===== src/rtl/seg7_time_display.sv =====
// Four-digit multiplexed seven-segment display for the min/sec/hundredths time bus.
// Optional build macro: LEADING_ZERO_BLANK_EN (blank the leftmost digit when it is zero).
module seg7_time_display #(
  parameter int SCAN_DIV = 2500
) (
  input  logic        clk_core,
  input  logic        rst,
  input  logic [5:0]  min_i,
  input  logic [5:0]  sec_i,
  input  logic [6:0]  ms_10_i,
  input  logic        display_switch,
  output logic [10:0] seven_segment_display_o
);

  localparam int CW = (SCAN_DIV > 1) ? $clog2(SCAN_DIV) : 1;
  localparam logic [6:0] SEG_BLANK = 7'b1111111;
  localparam logic [6:0] SEG_DASH  = 7'b0111111;

  typedef enum logic [1:0] {IDLE, CONV_A, CONV_B, DONE} state_t;

  function automatic logic [6:0] seg_of(input logic [3:0] d);
    logic [6:0] s;
    case (d)
      4'd0:    s = 7'b1000000;
      4'd1:    s = 7'b1111001;
      4'd2:    s = 7'b0100100;
      4'd3:    s = 7'b0110000;
      4'd4:    s = 7'b0011001;
      4'd5:    s = 7'b0010010;
      4'd6:    s = 7'b0000010;
      4'd7:    s = 7'b1111000;
      4'd8:    s = 7'b0000000;
      4'd9:    s = 7'b0010000;
      default: s = SEG_BLANK;
    endcase
    return s;
  endfunction

  logic [CW-1:0]   scan_cnt_r;
  logic [1:0]      digit_idx_r;
  state_t          state_r, state_nx_s;
  logic [6:0]      work_r, cap_b_r;
  logic [3:0]      tens_r, tens_a_r, ones_a_r, tens_b_r, ones_b_r;
  logic            bad_a_r, bad_b_r;
  logic [3:0][6:0] buf_r, disp_r;
  logic [10:0]     out_r;
  logic            frame_end_s;
  logic [6:0]      d3_seg_s;
  logic [3:0]      anode_s;

  assign frame_end_s = (digit_idx_r == 2'd3) && (scan_cnt_r == CW'(SCAN_DIV - 1));
  assign anode_s     = ~(4'b0001 << digit_idx_r);
  assign seven_segment_display_o = out_r;

  // Slot timer and digit index.
  always_ff @(posedge clk_core or negedge rst) begin
    if (!rst) begin
      scan_cnt_r  <= '0;
      digit_idx_r <= 2'd0;
    end else if (scan_cnt_r == CW'(SCAN_DIV - 1)) begin
      scan_cnt_r  <= '0;
      digit_idx_r <= digit_idx_r + 2'd1;
    end else begin
      scan_cnt_r  <= scan_cnt_r + CW'(1);
    end
  end

  // FSM state register.
  always_ff @(posedge clk_core or negedge rst) begin
    if (!rst) state_r <= IDLE;
    else      state_r <= state_nx_s;
  end

  // FSM next state: each conversion phase ends once the remainder drops below ten.
  always_comb begin
    state_nx_s = state_r;
    case (state_r)
      IDLE: begin
        if (frame_end_s) state_nx_s = CONV_A;
        else             state_nx_s = IDLE;
      end
      CONV_A: begin
        if (bad_a_r || (work_r < 7'd10)) state_nx_s = CONV_B;
        else                             state_nx_s = CONV_A;
      end
      CONV_B: begin
        if (bad_b_r || (work_r < 7'd10)) state_nx_s = DONE;
        else                             state_nx_s = CONV_B;
      end
      DONE:    state_nx_s = IDLE;
      default: state_nx_s = IDLE;
    endcase
  end

  // Leftmost digit rendering (tens of field A).
  always_comb begin
    d3_seg_s = SEG_BLANK;
    if (bad_a_r) begin
      d3_seg_s = SEG_DASH;
    end else begin
`ifdef LEADING_ZERO_BLANK_EN
      d3_seg_s = (tens_a_r == 4'd0) ? SEG_BLANK : seg_of(tens_a_r);
`else
      d3_seg_s = seg_of(tens_a_r);
`endif
    end
  end

  // Capture, subtract-10 conversion and buffer/display commit.
  always_ff @(posedge clk_core or negedge rst) begin
    if (!rst) begin
      work_r   <= 7'd0;
      cap_b_r  <= 7'd0;
      tens_r   <= 4'd0;
      tens_a_r <= 4'd0;
      ones_a_r <= 4'd0;
      tens_b_r <= 4'd0;
      ones_b_r <= 4'd0;
      bad_a_r  <= 1'b0;
      bad_b_r  <= 1'b0;
      buf_r    <= {4{SEG_BLANK}};
      disp_r   <= {4{SEG_BLANK}};
    end else if (frame_end_s) begin
      disp_r  <= buf_r;
      work_r  <= display_switch ? {1'b0, sec_i} : {1'b0, min_i};
      cap_b_r <= display_switch ? ms_10_i : {1'b0, sec_i};
      bad_a_r <= (display_switch ? sec_i : min_i) > 6'd59;
      bad_b_r <= display_switch ? (ms_10_i > 7'd99) : (sec_i > 6'd59);
      tens_r  <= 4'd0;
    end else begin
      case (state_r)
        CONV_A: begin
          if (!bad_a_r && (work_r >= 7'd10)) begin
            work_r <= work_r - 7'd10;
            tens_r <= tens_r + 4'd1;
          end else begin
            tens_a_r <= tens_r;
            ones_a_r <= work_r[3:0];
            work_r   <= cap_b_r;
            tens_r   <= 4'd0;
          end
        end
        CONV_B: begin
          if (!bad_b_r && (work_r >= 7'd10)) begin
            work_r <= work_r - 7'd10;
            tens_r <= tens_r + 4'd1;
          end else begin
            tens_b_r <= tens_r;
            ones_b_r <= work_r[3:0];
          end
        end
        DONE: begin
          buf_r[3] <= d3_seg_s;
          buf_r[2] <= bad_a_r ? SEG_DASH : seg_of(ones_a_r);
          buf_r[1] <= bad_b_r ? SEG_DASH : seg_of(tens_b_r);
          buf_r[0] <= bad_b_r ? SEG_DASH : seg_of(ones_b_r);
        end
        default: begin
          work_r <= work_r;
        end
      endcase
    end
  end

  // Registered pin drive for the active slot.
  always_ff @(posedge clk_core or negedge rst) begin
    if (!rst) out_r <= 11'h7FF;
    else      out_r <= {anode_s, disp_r[digit_idx_r]};
  end

endmodule


===== config.mk =====
export PLATFORM = sky130hd
export DESIGN_NAME = seg7_time_display
export DESIGN_NICKNAME = d
export VERILOG_FILES = /design/src/rtl/seg7_time_display.sv
export SDC_FILE = /design/constraint.sdc
export NUM_CORES = 1
export LEC_CHECK = 0
export CORE_MARGIN = 1
export CORE_UTILIZATION = 60
export CTS_CLUSTER_SIZE = 8
export DETAILED_ROUTE_END_ITERATION = 8
export GPL_TIMING_DRIVEN = 0
export PLACE_DENSITY = 0.83
export RECOVER_POWER = 50
export SLEW_MARGIN = 10
export SYNTH_ARGS = -nofsm -noshare
export SYNTH_HDL_FRONTEND = slang
export SYNTH_SLANG_ARGS = --single-unit

===== constraint.sdc =====
create_clock -name clk_core -period 3.05 [get_ports clk_core]
set_clock_uncertainty 0.2 [all_clocks]
set_input_delay 0.61 -clock clk_core [delete_from_list [all_inputs] [get_ports clk_core]]
set_output_delay 0.61 -clock clk_core [all_outputs]
set_load 0.1 [all_outputs]

==> results of run 1 <==
-- final timing paths --
check	startpoint	to	cells past startpoint
setup reg to reg	work_r[1]	tens_b_r[2]	7
hold reg to reg	scan_cnt_r[0]	scan_cnt_r[0]	1
max in group asynchronous	rst	tens_r[3]	3
min in group asynchronous	rst	digit_idx_r[0]	2
hold / removal	scan_cnt_r[0]	scan_cnt_r[0]	1
setup / recovery	seven_segment_display_o[2]	seven_segment_display_o[2]	1
-- cell families after synthesis --
family          count (synthesis)
buf+inv                        55
simple gates                  240
compound gates                118
mux                            31
fa+ha+maj                      27
flops                         119
xor+xnor                       12
-- Yosys cell counts, drive strengths merged (6+ instances only) --
| library cell | count | area share, % |
|---|---|---|
| dfstp | 67 | 30 |
| xnor2 | 10 | 1.5 |
| nor2b | 7 | 0.74 |
| nand2 | 136 | 8.6 |
| a21oi | 30 | 2.5 |
| nand2b | 10 | 1.1 |
| buf | 9 | 0.80 |
| a211oi | 9 | 1.1 |
| mux2 | 16 | 3.0 |
| a21o | 7 | 0.88 |
| mux4 | 7 | 2.6 |
| o21ai | 44 | 3.7 |
| nor2 | 46 | 2.9 |
| nand3 | 12 | 1.1 |
| clkbuf | 24 | 1.5 |
| and2 | 6 | 0.63 |
| dfrtp | 52 | 22 |
| mux2i | 8 | 1.3 |
| ha | 27 | 5.7 |
| inv | 22 | 1.4 |
-- routing by layer --
| layer | share of wire, % | vias to the layer above |
|---|---|---|
| met4 | 2.8 | 0 |
| met1 | 42 | 2230 |
| met3 | 4.9 | 34 |
| met5 | 0 | - |
| li1 | - | 2162 |
| met2 | 51 | 136 |
-- layout make-up --
cell class / instances / area (µm²) / area share [%]
Inverter: 22 / 82.6 / 1.18
Clock inverter: 8 / 73.8 / 1.05
Clock buffer: 22 / 473 / 6.75
Tap cell: 133 / 166 / 2.38
Sequential cell: 119 / 3060 / 43.7
Multi-Input combinational cell: 428 / 2680 / 38.3
Buffer: 33 / 138 / 1.96
Timing Repair Buffer: 33 / 325 / 4.64
-- flip-flops by register name, summed over array words and instances, names as in the netlist, named ones only --
register / count
digit_idx_r: 2
tens_r: 4
tens_a_r: 4
work_r: 7
scan_cnt_r: 12
seven_segment_display_o: 11
bad_b_r: 1
buf_r: 28
ones_a_r: 4
cap_b_r: 7
tens_b_r: 4
disp_r: 28
bad_a_r: 1
ones_b_r: 4
state_r: 1
-- repair_timing --
action / CTS / global route
gates resized for setup: 0 / 1
hold endpoints to repair: 23 / 0
hold buffers: 1 / 0
endpoints found under the setup margin: 0 / 1
-- power by group through the flow --
stage | logic [mW] | clock network, mW | registers [mW]
floorplan | 0.0169 | 0 | 1.61
global placement | 0.0763 | 0 | 1.61
detailed placement | 0.0824 | 0 | 1.61
CTS | 0.0839 | 1.85 | 1.58
global route | 0.0875 | 1.92 | 1.58
finish | 0.0777 | 1.84 | 1.58
-- through the flow --
| stage | util, % | power [mW] | cells | hold WS [ns] | instance area, µm² |
|---|---|---|---|---|---|
| floorplan | - | 1.63 | 602 | 0.114 | 5960 |
| global placement | 66.4 | 1.68 | 766 | 0.235 | 6430 |
| detailed placement | 66.7 | 1.69 | 767 | 0.244 | 6460 |
| CTS | 72.5 | 3.52 | 798 | 0.252 | 7020 |
| global route | 72.3 | 3.59 | 798 | 0.265 | 7000 |
| finish | 72.3 | 3.50 | 798 | 0.251 | 7000 |
==> impl_metrics.toml, run 1 <==
[status]
run_status = "finished, final reports clean"

[final_layout]
antennaDiodeCount = 0
layout.cells.most_common = "sky130_fd_sc_hd__nand2_1"
fraction_of_final_layout_cells_with_drive_strength_greater_than_1_pct = 20.8
n_fill_cell = 672
layout.cells.most_common_list = "sky130_fd_sc_hd__nand2_1, sky130_fd_sc_hd__dfstp_2, sky130_fd_sc_hd__dfrtp_1"
layout.nets = 703
area_growth_pct = 17.6

[global_routing]
met3_usage_pct = 7.25
grt_overflow_total = 0
grt_most_used_layer = "met2"
grt_util_met1_pct = 33.3
antenna_found_initial = 0
grt_util_all_layers_pct = 27.8
via_count_of_the_first_global_routing_pass = 4537
use_met2_pct = 47.1
wire_length_of_the_first_global_routing_pass_um = 21600
grt_start_max_net_pins = 97

[timing]
hold_viol = 0
setup_viol_count_final = 0
final_critical_path_setup_slack_ns = 0.0858
post-route-min-period_ns = 2.96
worst_slew_pin_slew_ns = 1.31
fin_setup_tns_ns = 0
maxSlewHeadroom_pct = 12.6
unrepaired_setup_endpoints_after_global_routing = "no"
fmaxAchievable_mhz = 337
slew_violations = 0
min_period_over_period_pct = 97.2

[drt]
postRouteWirelength_um = 12900
wire_per_inst_um = 16.2
drt_pre_antenna_iters = 4
routed-via-count = 4562
drtAntennaViolNets = 0
drc = 0
drt-vias-per-instance = 5.72
drtIter0Drc = 303

[clocking]
cts.root.buffer_cell = "sky130_fd_sc_hd__clkbuf_8"
cts.htree.levels = 4
clock_insertion_delay_worst_skew_ns = 0.52
max-clock-path-buffers = 2
cts_tree = "yes"
cts_inserted_buffers = 17
postCtsSetupBuffers = 0
tritoncts_num_sinks = 119
clkTransAtPathRegs_ns = 0.06

[critical_path]
path_cells = "clkdlybuf4s50_1"
timing_worst_setup_path_type = "flip-flop to output pin"
critPathMaxStageDelay_ns = 1.12
worst_path_max_delay_cell = "sky130_fd_sc_hd__clkdlybuf4s50_1"
critPathLaunchType = "flip-flop"
cp_data_required_time_ns = 2.24
kind_of_cell_adding_the_most_delay_to_the_critical_path = "buffers and inverters"
worst-r2r-setup-slack_ns = 0.25
worst_ep_arrival_time_ns = 2.15
worstSetupEndpointType = "output pin"
critical_path.max_fanout = 1
critical_path.n_buffers_inverters = 1

[floorplan]
dieHeight_um = 102
initial_utilization_pct = 61.5
ios = 33
die_outline_width_um = 102
core_area_mm2 = 0.00968
placement_rows = 36
die-area_mm2 = 0.0103

[synthesis]
post_synth_num_cell_types = 56
synthXorXnorAreaFrac_pct = 1.76
yosysWarningCount = 0
syn-num-nets = 651
yosys_register_bits = 119
syn-cell-area_mm2 = 0.00596
synth_compound_area_share_pct = 12.2
yosys.area_share.simple_pct = 18.2
ys_async_sr_fraction_pct = 100
synth-edff-count = 0
syn_avg_cell_area_um2 = 9.90
synthAdderAreaFrac_pct = 5.67
syn-instance-count = 602
seq_total_area_yosys_pct = 51.4
ys_dominant_reg_cell = "sky130_fd_sc_hd__dfstp_2"
synthMuxAreaShare_pct = 7.02
synth_top_family_by_area = "simple AND/OR/NAND/NOR gates"

[pwr]
ir_worst_vdd_mv = 0.275
power.density_mw_per_mm2 = 500
power.share.clock_pct = 52.5
share_comb_of_total_power_pct = 2.2
share_seq_of_total_power_pct = 45.3
power_leakage_nw = 3.02
power_switching_share_pct = 20.9
internal-power_mw = 2.77
p_sw_uw = 730

[placed_design]
dp.final_hpwl_um = 9080
gp_congestion = 0.887
dp_slack_ns = 0.0728
portbufs = 31

[flow_run]
cap_viol_max_count = 0

[hold_path]
hold_path.class = "flip-flop to flip-flop"
No activity file was read; power rests on OpenSTA's default activity.
==> run 2, diff against run 1 <==
--- a/config.mk
+++ b/config.mk
@@ -5,6 +5,7 @@
 export SDC_FILE = /design/constraint.sdc
 export NUM_CORES = 1
 export LEC_CHECK = 0
+export CORE_ASPECT_RATIO = 0.6
 export CORE_MARGIN = 1
 export CORE_UTILIZATION = 60
 export CTS_CLUSTER_SIZE = 8
==> impl_metrics.toml, run 2 (synthesized netlist as in run 1, its figures left out) <==
[timing]
final_critical_path_setup_slack_ns = 0.0827
min_period_over_period_pct = 97.3
fmaxAchievable_mhz = 337
worst_slew_pin_slew_ns = 1.61
hold_viol = 0
setup_viol_count_final = 0
unrepaired_setup_endpoints_after_global_routing = "no"
slew_violations = 29
maxSlewHeadroom_pct = -7.51
post-route-min-period_ns = 2.97
fin_setup_tns_ns = 0
whs_ns = 0.250

[critical_path]
r2r.worst_path.cells = 7
critical_path.max_fanout = 8
r2r_end = "tens_b_r[0]"
critPathMaxStageDelay_ns = 0.68
cp_data_required_time_ns = 3.15
timing_worst_setup_path_type = "flip-flop to flip-flop"
worst_path_max_delay_cell = "sky130_fd_sc_hd__nor4_1"
worst-r2r-setup-slack_ns = 0.08
kind_of_cell_adding_the_most_delay_to_the_critical_path = "simple AND/OR/NAND/NOR gates"
path_cells = "inv_1, ha_1, nor2b_1, nor4_1, nor2_1, nor3_4, mux2_2"
critical_path.n_buffers_inverters = 1
worst_ep_arrival_time_ns = 3.06
critPathLaunchType = "flip-flop"
worstSetupEndpointType = "flip-flop"
crit_path_start = "work_r[1]"
worstReg2RegStart = "work_r[1]"

[drt]
postRouteWirelength_um = 14600
drt-vias-per-instance = 5.95
routed-via-count = 4740
wire_per_inst_um = 18.3
drtIter0Drc = 440
drc = 0
drt_pre_antenna_iters = 5
drtAntennaViolNets = 0

[hold_path]
hold_path_end = "disp_r[21]"
worstHoldPathCells = 2
worst_hold_startpoint = "disp_r[21]"
hold_path.class = "flip-flop to flip-flop"

[final_layout]
area_growth_pct = 18.1
fraction_of_final_layout_cells_with_drive_strength_greater_than_1_pct = 20.7
layout.cells.non_filler = 797
n_fill_cell = 641
final_area_mm2 = 0.00704
layout.cells.most_common_list = "sky130_fd_sc_hd__nand2_1, sky130_fd_sc_hd__dfstp_2, sky130_fd_sc_hd__dfrtp_1"
final_core_util_pct = 74.9
reg_top3 = "buf_r x28, disp_r x28, scan_cnt_r x12"
layout.nets = 703
antennaDiodeCount = 0
layout.cells.most_common = "sky130_fd_sc_hd__nand2_1"

[clocking]
tritoncts_num_sinks = 119
cts_tree = "yes"
max-clock-path-buffers = 2
clock_insertion_delay_worst_skew_ns = 0.42
cts.htree.levels = 4
clkTransAtPathRegs_ns = 0.05
cts_inserted_buffers = 17
cts.root.buffer_cell = "sky130_fd_sc_hd__clkbuf_16"

[floorplan]
initial_utilization_pct = 63.4
ios = 33
die-area_mm2 = 0.0103
core_area_mm2 = 0.00939
die_outline_width_um = 131
dieHeight_um = 79.2
placement_rows = 27

[placed_design]
dp.final_hpwl_um = 10200
detailed_place.area_mm2 = 0.00646
placedCellCount = 764
dp_slack_ns = -0.110
portbufs = 31
gp_congestion = 0.932

[pwr]
power.density_mw_per_mm2 = 510
power_leakage_nw = 3.05
ir_worst_vdd_mv = 0.440
total_power_mw = 3.59

[global_routing]
antenna_found_initial = 0
grt_util_all_layers_pct = 31.8
grt_overflow_total = 0
grt_start_max_net_pins = 92
wire_length_of_the_first_global_routing_pass_um = 23900
via_count_of_the_first_global_routing_pass = 4718

[flow_run]
cap_viol_max_count = 1

[status]
failed_checks = "max-capacitance violations, max-slew violations"
run_status = "finished with violations"
==> run 2: changes by cell type in the layout (fill, tap and decap cells not counted) <==
cell	change
sky130_fd_sc_hd__buf_16	+1
sky130_fd_sc_hd__buf_6	-1
sky130_fd_sc_hd__bufinv_16	+1
sky130_fd_sc_hd__clkbuf_1	+2
sky130_fd_sc_hd__clkbuf_16	+1
sky130_fd_sc_hd__clkbuf_8	-3
sky130_fd_sc_hd__clkinv_2	+4
sky130_fd_sc_hd__clkinvlp_4	-2
sky130_fd_sc_hd__inv_4	-1
==> run 2: how the worst max path moves through the flow <==
stage	to	slack, ns	cells after the start
floorplan	work_r[4]	0.72	7
global placement	scan_cnt_r[11]	-3.08	1
detailed placement	work_r[4]	-0.11	6
CTS	seven_segment_display_o[10]	0.16	1
global route	tens_b_r[0]	0.03	7
finish	tens_b_r[0]	0.08	7
==> run 2: repair_timing <==
item,CTS,global route
buffers inserted,0,0
endpoints found under the setup margin,1,1
hold buffers,1,0
resized for setup,1,0
pin swaps,0,1
hold endpoints to repair,12,0
==> run 2: per-layer routing <==
layer / part of all wire [%] / global-route usage [%] / up-vias
met1: 44 / 43.5 / 2348
li1: - / - / 2154
met2: 44 / 45.8 / 213
met4: 1.6 / 10.9 / 0
met3: 9.7 / 12.5 / 25
met5: 0 / 0 / -
==> run 2: layout make-up <==
type / instances / area, µm² / area share, %
well taps: 130 / 163 / 2.31
plain buffers: 33 / 138 / 1.96
multi-input cells: 428 / 2680 / 38.1
clock buffers: 22 / 464 / 6.60
flip-flops and latches: 119 / 3060 / 43.5
repair buffers: 33 / 342 / 4.85
clock inverters: 10 / 103 / 1.46
inverters: 22 / 82.6 / 1.17
==> run 2: worst register-to-register path: stages, from the launching register on <==
cell	delay (ns)
sky130_fd_sc_hd__dfrtp_1	0.47
sky130_fd_sc_hd__inv_1	0.16
sky130_fd_sc_hd__ha_1	0.25
sky130_fd_sc_hd__nor2b_1	0.12
sky130_fd_sc_hd__nor4_1	0.68
sky130_fd_sc_hd__nor2_1	0.16
sky130_fd_sc_hd__nor3_4	0.41
sky130_fd_sc_hd__mux2_2	0.40
==> run 2: where the power goes <==
part	switching [mW]	internal, mW
Clock	0.688	1.23
Combinational	0.0455	0.0366
Sequential	0	1.59
Total	0.733	2.85
==> run 3, diff against run 2 <==
--- a/config.mk
+++ b/config.mk
@@ -8,6 +8,7 @@
 export CORE_ASPECT_RATIO = 0.6
 export CORE_MARGIN = 1
 export CORE_UTILIZATION = 60
+export CTS_CLUSTER_DIAMETER = 100
 export CTS_CLUSTER_SIZE = 8
 export DETAILED_ROUTE_END_ITERATION = 8
 export GPL_TIMING_DRIVEN = 0
==> results of run 3 <==
No change in the layout: final DEF, timing and power equal those of run 2.
